`config.mk`:
```
export PLATFORM = sky130hd
export DESIGN_NAME = ibex_instr_bus_responder
export DESIGN_NICKNAME = d
export VERILOG_FILES = /design/src/rtl/ibex_instr_resp_pkg.sv /design/src/rtl/ibex_instr_resp_queue.sv /design/src/rtl/prim_secded_inv_39_32_enc.sv /design/src/rtl/ibex_instr_bus_responder.sv
export SDC_FILE = /design/constraint.sdc
export NUM_CORES = 2
export LEC_CHECK = 0
export ABC_AREA = 1
export CORE_UTILIZATION = 45
export DETAILED_ROUTE_END_ITERATION = 7
export MAX_ROUTING_LAYER = met4
export PLACE_DENSITY = 0.68
export SETUP_SLACK_MARGIN = 0.2
export SLEW_MARGIN = 20
export SYNTH_ARGS = -nofsm -noshare
export SYNTH_HDL_FRONTEND = slang
export SYNTH_SLANG_ARGS = --single-unit
```
`constraint.sdc`:
```
create_clock -name clk_i -period 103.2 [get_ports clk_i]
set_clock_uncertainty 0.05 [all_clocks]
set_input_delay 20.64 -clock clk_i [delete_from_list [all_inputs] [get_ports clk_i]]
set_output_delay 20.64 -clock clk_i [all_outputs]
set_load 0.05 [all_outputs]
```
`src/rtl/ibex_instr_resp_pkg.sv`:
```
// ibex_instr_resp_pkg
//   Shared types and helpers for the instruction-bus responder.
//   - NopInstr      : reset value of every program word (addi x0, x0, 0)
//   - resp_entry_t  : one queued response (data, stored integrity, error, latency counter)
//   - EntryW        : flat width of resp_entry_t, used on sub-module ports
//   - word_idx_valid: range check of a fetch word index against the memory depth
package ibex_instr_resp_pkg;

  localparam logic [31:0] NopInstr = 32'h00000013;

  typedef struct packed {
    logic [31:0] rdata;
    logic [6:0]  intg;
    logic        err;
    logic [2:0]  cnt;
  } resp_entry_t;

  localparam int unsigned EntryW = $bits(resp_entry_t);

  function automatic logic word_idx_valid(input logic [29:0] idx, input int unsigned depth);
    return {2'b00, idx} < depth;
  endfunction

endpackage

```
`src/rtl/ibex_instr_resp_queue.sv`:
```
// ibex_instr_resp_queue
//   Depth-entry in-order FIFO of resp_entry_t. Each occupied slot carries a
//   latency counter that counts down to 0 (saturating); the loaded value is
//   supplied by the pusher in the entry's cnt field.
//   - clk_i, rst_i   : clock, asynchronous active-high reset
//   - push_i         : write push_entry_i at the tail
//   - push_entry_i   : packed resp_entry_t
//   - pop_i          : drop the head (caller guarantees the queue is non-empty)
//   - count_o        : registered occupancy
//   - head_valid_o   : head slot occupied
//   - head_o         : packed head entry
module ibex_instr_resp_queue
  import ibex_instr_resp_pkg::*;
#(
  parameter int unsigned Depth = 2
) (
  input  logic              clk_i,
  input  logic              rst_i,
  input  logic              push_i,
  input  logic [EntryW-1:0] push_entry_i,
  input  logic              pop_i,
  output logic [2:0]        count_o,
  output logic              head_valid_o,
  output logic [EntryW-1:0] head_o
);

  localparam int unsigned PtrW = (Depth > 1) ? $clog2(Depth) : 1;

  logic [PtrW-1:0] wr_ptr_reg;
  logic [PtrW-1:0] rd_ptr_reg;
  logic [2:0]      count_reg;
  logic [Depth-1:0] valid_vec;
  resp_entry_t     entry_vec [Depth];

  function automatic logic [PtrW-1:0] ptr_inc(input logic [PtrW-1:0] p);
    return (32'(p) == Depth - 1) ? '0 : p + PtrW'(1);
  endfunction

  genvar gi;
  generate
    for (gi = 0; gi < Depth; gi++) begin : g_slot
      logic        slot_valid_reg;
      resp_entry_t slot_entry_reg;
      logic        push_here;
      logic        pop_here;

      assign push_here = push_i && (wr_ptr_reg == PtrW'(gi));
      assign pop_here  = pop_i  && (rd_ptr_reg == PtrW'(gi));

      always_ff @(posedge clk_i or posedge rst_i) begin
        if (rst_i) begin
          slot_valid_reg <= 1'b0;
          slot_entry_reg <= '0;
        end else if (push_here) begin
          slot_valid_reg <= 1'b1;
          slot_entry_reg <= resp_entry_t'(push_entry_i);
        end else begin
          if (pop_here) begin
            slot_valid_reg <= 1'b0;
          end
          if (slot_valid_reg && slot_entry_reg.cnt != 3'd0) begin
            slot_entry_reg.cnt <= slot_entry_reg.cnt - 3'd1;
          end
        end
      end

      assign valid_vec[gi] = slot_valid_reg;
      assign entry_vec[gi] = slot_entry_reg;
    end
  endgenerate

  always_ff @(posedge clk_i or posedge rst_i) begin
    if (rst_i) begin
      wr_ptr_reg <= '0;
      rd_ptr_reg <= '0;
      count_reg  <= '0;
    end else begin
      if (push_i) begin
        wr_ptr_reg <= ptr_inc(wr_ptr_reg);
      end
      if (pop_i) begin
        rd_ptr_reg <= ptr_inc(rd_ptr_reg);
      end
      case ({push_i, pop_i})
        2'b10:   count_reg <= count_reg + 3'd1;
        2'b01:   count_reg <= count_reg - 3'd1;
        default: count_reg <= count_reg;
      endcase
    end
  end

  assign count_o      = count_reg;
  assign head_valid_o = valid_vec[rd_ptr_reg];
  assign head_o       = entry_vec[rd_ptr_reg];

endmodule

```
`src/rtl/prim_secded_inv_39_32_enc.sv`:
```
// prim_secded_inv_39_32_enc
//   Inverted Hsiao SECDED (39,32) encoder, identical in function to the
//   library primitive of the same name.
//   - data_i : 32-bit data word
//   - data_o : {7 inverted check bits, data_i}
module prim_secded_inv_39_32_enc (
  input  logic [31:0] data_i,
  output logic [38:0] data_o
);

  always_comb begin : p_encode
    data_o     = {7'b0, data_i};
    data_o[32] = ^(data_o & 39'h002606BD25);
    data_o[33] = ^(data_o & 39'h00DEBA8050);
    data_o[34] = ^(data_o & 39'h00413D89AA);
    data_o[35] = ^(data_o & 39'h0031234ED1);
    data_o[36] = ^(data_o & 39'h00C2C1323B);
    data_o[37] = ^(data_o & 39'h002DCC624C);
    data_o[38] = ^(data_o & 39'h0098505586);
    // Inversion keeps the all-zero word from having an all-zero codeword.
    data_o     = data_o ^ 39'h2A00000000;
  end

endmodule

```
`src/rtl/ibex_instr_bus_responder.sv`:
```
// ibex_instr_bus_responder
//   Answers the Ibex instruction fetch req/gnt/rvalid protocol from a small
//   word-addressed program memory, with integrity bits, grant stalls and
//   response holds for directed benches.
//   Ports:
//   - clk_i, rst_i          : clock, asynchronous active-high reset
//   - instr_req_i/addr_i    : fetch request and byte address
//   - instr_gnt_o           : request accepted this cycle
//   - instr_rvalid_o        : response valid, with rdata/rdata_intg/err
//   - stall_i               : suppress grant this cycle
//   - resp_hold_i           : suppress response issue this cycle
//   - prog_we/addr/wdata_i  : program-memory write port
//   - intg_corrupt_i        : flip intg bit 0 of the request granted this cycle
//   Build option: define IBEX_INSTR_RESP_INTG_CORRUPT_EN to enable intg_corrupt_i;
//   otherwise it is ignored and integrity is always correct.
module ibex_instr_bus_responder
  import ibex_instr_resp_pkg::*;
#(
  parameter int unsigned MemDepthWords  = 64,
  parameter int unsigned MaxOutstanding = 2,
  parameter int unsigned RespLatency    = 1
) (
  input  logic                             clk_i,
  input  logic                             rst_i,
  input  logic                             instr_req_i,
  input  logic [31:0]                      instr_addr_i,
  output logic                             instr_gnt_o,
  output logic                             instr_rvalid_o,
  output logic [31:0]                      instr_rdata_o,
  output logic [6:0]                       instr_rdata_intg_o,
  output logic                             instr_err_o,
  input  logic                             stall_i,
  input  logic                             resp_hold_i,
  input  logic                             prog_we_i,
  input  logic [$clog2(MemDepthWords)-1:0] prog_addr_i,
  input  logic [31:0]                      prog_wdata_i,
  input  logic                             intg_corrupt_i
);

  localparam int unsigned AddrW = $clog2(MemDepthWords);

  logic [31:0]       mem_reg [MemDepthWords];
  logic [29:0]       fetch_idx;
  logic              fetch_valid;
  logic [31:0]       fetch_data;
  logic [38:0]       enc_data;
  logic              corrupt;
  logic              accept;
  logic              pop;
  logic [2:0]        count;
  logic              head_valid;
  logic [EntryW-1:0] head_flat;
  resp_entry_t       head;
  resp_entry_t       push_entry;

`ifdef IBEX_INSTR_RESP_INTG_CORRUPT_EN
  assign corrupt = intg_corrupt_i;
  logic unused_sig;
  assign unused_sig = ^{instr_addr_i[1:0], enc_data[31:0]};
`else
  assign corrupt = 1'b0;
  logic unused_sig;
  assign unused_sig = ^{instr_addr_i[1:0], enc_data[31:0], intg_corrupt_i};
`endif

  // Program memory. The fetch read is combinational and the write lands on
  // the edge, so a same-cycle grant to the written word sees the old value.
  always_ff @(posedge clk_i or posedge rst_i) begin
    if (rst_i) begin
      for (int i = 0; i < MemDepthWords; i++) begin
        mem_reg[i] <= NopInstr;
      end
    end else if (prog_we_i && (32'(prog_addr_i) < MemDepthWords)) begin
      mem_reg[prog_addr_i] <= prog_wdata_i;
    end
  end

  assign fetch_idx   = instr_addr_i[31:2];
  assign fetch_valid = word_idx_valid(fetch_idx, MemDepthWords);
  assign fetch_data  = fetch_valid ? mem_reg[fetch_idx[AddrW-1:0]] : 32'h0;

  prim_secded_inv_39_32_enc u_enc (
    .data_i (fetch_data),
    .data_o (enc_data)
  );

  // Full is judged on the registered count only, so gnt never depends on rvalid.
  assign instr_gnt_o = instr_req_i & ~stall_i & ~rst_i & (32'(count) < MaxOutstanding);
  assign accept      = instr_req_i & instr_gnt_o;

  always_comb begin
    push_entry       = '0;
    push_entry.rdata = fetch_data;
    push_entry.intg  = enc_data[38:32] ^ {6'b0, corrupt};
    push_entry.err   = ~fetch_valid;
    push_entry.cnt   = 3'(RespLatency - 1);
  end

  ibex_instr_resp_queue #(
    .Depth (MaxOutstanding)
  ) u_queue (
    .clk_i        (clk_i),
    .rst_i        (rst_i),
    .push_i       (accept),
    .push_entry_i (push_entry),
    .pop_i        (pop),
    .count_o      (count),
    .head_valid_o (head_valid),
    .head_o       (head_flat)
  );

  assign head = resp_entry_t'(head_flat);

  // Issue only from registered state: a push into an empty queue cannot
  // produce rvalid in the same cycle.
  assign instr_rvalid_o     = head_valid & (head.cnt == 3'd0) & ~resp_hold_i;
  assign pop                = instr_rvalid_o;
  assign instr_rdata_o      = instr_rvalid_o ? head.rdata : 32'h0;
  assign instr_rdata_intg_o = instr_rvalid_o ? head.intg  : 7'h0;
  assign instr_err_o        = instr_rvalid_o ? head.err   : 1'b0;

endmodule

```
# Yosys cells after proc, flatten, opt, wreduce, memory -nomap -nowiden
# Index checks and enable logic that the tools add are counted.
[totals]
regBits = 2141
latchBits = 0
ram_bits = 0
romBits = 0
in_bits = 77
out_inout_bits = 42
wordCells = 156
n_memories = 0
[op_classes]
add_sub_neg = 6
mul = 0
div = 0
magnitude_cmp = 7
eq_ne = 2
n_shift = 0
muxes = 26
bitwise = 16
reduce_logical = 22
[ops]
columns = ["op", "count"]
rows = [
  ["2048-bit bitwise mux", 1],
  ["39-bit XOR reduction", 7],
  ["32-bit binary-select mux with 6-bit select", 1],
  ["32-bit demux with 6-bit select", 1],
  ["32-bit 2-to-1 mux", 5],
  ["43-bit 2-to-1 mux", 3],
  ["30-bit by 7-bit < comparator with 1-bit output (second input constant)", 1],
  ["7-bit greater-or-equal comparator (second input constant)", 2],
  ["6-bit NOT with 7-bit output", 2],
  ["3-bit 2-to-1 mux", 4],
  ["2-bit nonzero test", 5],
  ["1-bit 2-to-1 mux", 9],
  ["3-bit by 1-bit subtractor with 3-bit output (second input constant)", 3],
  ["1-bit logical AND", 7],
  ["7-bit by 1-bit < comparator with 1-bit output (second input constant)", 1],
  ["7-bit 2-to-1 mux", 1],
  ["1-bit bitwise AND", 6],
  ["1-bit NOT", 6],
  ["3-bit one-hot mux with 2 select lines", 1],
  ["3-bit nonzero test", 2],
  ["3-bit by 1-bit adder with 3-bit output (second input constant)", 1],
  ["3-bit zero test", 1],
  ["3-bit by 2-bit < comparator with 1-bit output (second input constant)", 1],
  ["3-bit NOT", 1],
  ["other kinds (6)", 7],
]

# Longest topological paths before layout
[logic_depth]
ltp_word = 10
depth_mapped = 26
ltp_nobuf = 22

# Cells and area by module
# A second synthesis with hierarchy kept.
[hier_totals]
cells_unflattened = 12344
area_unflattened_um2 = 98468.2
[by_module_without_submodules]
columns = ["module", "instances", "cells_per_inst", "area_each_um2", "seq_area_each_um2"]
rows = [
  ["ibex_instr_bus_responder", 1, 11515, 92687.6, 51489.4],
  ["ibex_instr_resp_queue", 1, 531, 4261.6, 2327.2],
  ["prim_secded_inv_39_32_enc", 1, 298, 1519.0, 0.0],
]

# Least setup slack after synthesis
# Ideal clock, no wire load.
[synth_path]
path_type = "input-to-output"
startpoint = "input rst_i"
endpoint = "output instr_gnt_o"
t_arrival_ns = 72.903
t_required_ns = 82.510
path_slack_ns = 9.607
path_stages = 3
n_path_buf = 0
path_cell_list = "inv_1 -> nand4_1 -> inv_1"
[synth_via]
elab_chain_len = 3
[synth_rtl]
columns = ["element", "line", "source"]
rows = [
  ["from (decl)", "ibex_instr_bus_responder.sv:24", "input logic rst_i,"],
  ["1-bit NOT", "ibex_instr_bus_responder.sv:88", "assign instr_gnt_o = instr_req_i & ~stall_i & ~rst_i & (32'(count) < MaxOutstanding);"],
  ["1-bit bitwise AND (2 in a row)", "ibex_instr_bus_responder.sv:88", ""],
  ["to (decl)", "ibex_instr_bus_responder.sv:27", "output logic instr_gnt_o,"],
]
# Every way passes these cells.

# Worst setup path in the final report
[layout_path]
startpoint = "input resp_hold_i"
endpoint = "output instr_rdata_intg_o[3]"
[layout_via]
elab_chain_len = 3
[layout_rtl]
columns = ["element", "line", "source"]
rows = [
  ["from (decl)", "ibex_instr_bus_responder.sv:33", "input logic resp_hold_i,"],
  ["1-bit NOT", "ibex_instr_bus_responder.sv:116", "assign instr_rvalid_o = head_valid & (head.cnt == 3'd0) & ~resp_hold_i;"],
  ["1-bit bitwise AND", "ibex_instr_bus_responder.sv:116", ""],
  ["7-bit 2-to-1 mux", "ibex_instr_bus_responder.sv:119", "assign instr_rdata_intg_o = instr_rvalid_o ? head.intg : 7'h0;"],
  ["to (decl)", "ibex_instr_bus_responder.sv:30", "output logic [6:0] instr_rdata_intg_o,"],
]
# Every way passes these cells.

==> results_dict.tcl <==
set metrics [dict create \
    path_class "input port to output pin" \
    avg_inst_size_synth_sq_um 7.964 \
    cts.repair_timing.setup_buffer_count 0 \
    count_of_final_max_slew_check_failures 0 \
    async_reset_ff_frac 1.000 \
    drc 2 \
    initial_antenna_violation_count 9 \
    drtPass1Iterations 8 \
    regToRegSetupSlack_ns 99.33 \
    post_drt_wl_per_cell_um 21.46 \
    origin_of_the_worst_min_delay_path "mem_reg[1197]" \
    num_io_pins 119 \
    postSynthRegisterBits 2141 \
    totalPowerFinal_w 0.002116 \
    synthesis.area_sq_mm 0.09930 \
    setup_repair_after_global_routing_missed_its_margin "false" \
    synth.distinct_cells 38 \
    largest_register_ff_count 2048 \
    pwr-share-clk 0.382 \
    worst_setup_hold_path_clk_slew_ns 0.06 \
    sequentialPowerShare 0.484 \
    fin_crit_sh 0.4272 \
    netlist_instances 12470 \
    reported_net_switching_power_w 0.0005828 \
    synth_seq_area_share 0.5420 \
    fin_worst_hold_slack_ns 0.4323 \
    timing.critical_path.to_type "output pin" \
    worstReg2RegStart "mem_reg[1285]" \
    dr.first_iter.drc_count 10580 \
    power.ir.vdd_worst_mv 0.01537 \
    finalNetCount 11990 \
    ctsResizeCount 0 \
    place_ws_ns 58.75 \
    cts.sink_count 2141 \
    final_common_cell "nand2_1" \
    hold_viol_final 0 \
    period_needed_ns 44.09 \
    violated_checks "DRC" \
    cp_data_required_time_ns 82.51 \
    setup.worst_path.start "resp_hold_i" \
    transition_time_at_the_pin_with_the_least_slew_margin_ns 1.142 \
    clock_path_buffers 3 \
    synth-main-ff-cell "dfrtp_1" \
    outcome "finished, violations left" \
    routabilityCongestion 0.9298 \
    drtAntennaViolNets 0 \
    drt-vias-per-instance 5.803 \
    die-area_sq_mm 0.2225 \
    post-synth-top-area-fraction 0.4912 \
    yosysWarningCount 0 \
    fmaxAchievable_mhz 22.68 \
    internal_power_w 0.001534 \
    grt_first_pass_wirelength_um 494300 \
    floorplan.die.height_um 471.7 \
    drt-total-wl_um 321200 \
    die_w_um 471.7 \
    setup_viol 0 \
    fin_ws_ns 59.11 \
    grt-ovfl-total 0 \
    edff_count_synth 0 \
    via_count_of_the_first_global_routing_pass 82500 \
    root_buffer "clkbuf_16" \
    cts_hold_buf 0 \
    worst_ep_arrival_time_ns 23.40 \
    total_leakage_power_nw 48.99 \
    start_kind "input port" \
    net_count_after_synthesis 12550 \
    finalSetupTns_ns 0 \
    floorplan.core_area_sq_mm 0.2195 \
    grt_use_total 0.2949 \
    rows 172 \
    synth_area_leaders "dfrtp_1 (49%), nand2_1 (16%), nand3_1 (10%)" \
    synth_top_cell_by_area "dfrtp_1" \
    portBuffers 115 \
    area_delta_synth_final_pct 9.109 \
    netSwitchingFraction 0.2754 \
    timing.max_cap.violations 0 \
    combinationalPowerShare 0.134 \
    initial_core_util 0.4524 \
    ratio_of_total_power_to_cell_area_mw_per_mm2 19.53 \
    hold_crit_class "flop to flop" \
    num_vias 86830 \
    tritoncts "built" \
    timing.slew.headroom 0.2338 \
    clk-insertion-delay-late_ns 0.87 \
    final_cell_mix "nand2_1 (4294), nand3_1 (2055), dfrtp_1 (1949)" \
    deepest_level_of_the_cts_h_tree 4 \
    timing.critical_path.fanout_max 23 \
    cts_inserted_buffers 213 \
    grt_max_degree 192 \
    half_perimeter_wire_length_after_detailed_placement_um 176200 \
    drive_above_1_share 0.07009 \
]
-- worst max-delay path: stages --
cell and delay [ns]:
clkdlybuf4s50_1 0.41, inv_1 0.06, nand2_1 0.09, nor2_2 0.57, buf_4 0.40, inv_1 0.19, o22ai_1 0.20, clkdlybuf4s50_1 0.83
-- area by class of cell --
class	count	area, sq um
clock buffers	324	6391
clock inverters	72	928.4
fillers	20520	111200
repair buffers	288	2626
diodes	9	22.52
well taps	2871	3592
flip-flops and latches	2141	53820
multi-input cells	9072	40210
inverters	187	758.2
-- path summary, 6_finish.rpt --
check	end	cells past startpoint
setup reg to reg	u_queue.entry_vec[49]	17
min in group asynchronous	mem_reg[1807]	2
max in group asynchronous	mem_reg[678]	9
hold / removal	mem_reg[1197]	2
setup / recovery	instr_rdata_intg_o[3]	8
hold reg to reg	mem_reg[1197]	2
-- synth_stat cells (35+ instances only) --
library cell	count
buf_6	42
a21oi_1	352
buf_4	38
buf_2	271
nand2_1	4346
clkbuf_1	667
buf_1	49
nand3_1	2056
dfstp_2	192
o21ai_0	1754
a22o_1	35
dfrtp_1	1949
inv_1	140
nor2_1	408
-- logic make-up (layout without fill, tap and decap cells) --
group / after synthesis / count (layout) / share of synthesized area
compound gates: 2168 / 2168 / 0.1110
buf+inv: 1255 / 871 / 0.05561
xor+xnor: 5 / 5 / 0.0004411
other cells: 0 / 9 / 0
fa+ha+maj: 6 / 6 / 0.0008316
flops: 2141 / 2141 / 0.5420
mux: 32 / 32 / 0.003226
simple gates: 6861 / 6861 / 0.2869
-- through the flow --
| step | instance area [sq um] | std cells | utilization |
|---|---|---|---|
| 2_1_floorplan | 99300 | 12470 | - |
| 3_3_place_gp | 100900 | 14560 | 0.4596 |
| 3_5_place_dp | 100900 | 14560 | 0.4596 |
| 4_1_cts | 108200 | 14950 | 0.4930 |
| 5_1_grt | 108300 | 14960 | 0.4935 |
| 6_report | 108300 | 14960 | 0.4936 |
-- per-layer routing --
| layer | GRT usage | vias to the layer above | part of all wire |
|---|---|---|---|
| met5 | - | - | 0 |
| met4 | 0.1454 | 0 | 0.054 |
| met3 | 0.05257 | 732 | 0.095 |
| met2 | 0.4524 | 4182 | 0.45 |
| met1 | 0.3771 | 42120 | 0.40 |
| li1 | - | 39800 | - |
-- power by group through the flow --
stage	registers (W)	clock network, W	logic [W]
finish	0.00102	0.000809	0.000284
floorplan	0.00103	0	0.000212
detailed placement	0.00104	0	0.000281
CTS	0.00102	0.000818	0.000282
global placement	0.00103	0	0.000270
global route	0.00104	0.000851	0.000324
No activity file was read; power rests on OpenSTA's default activity.
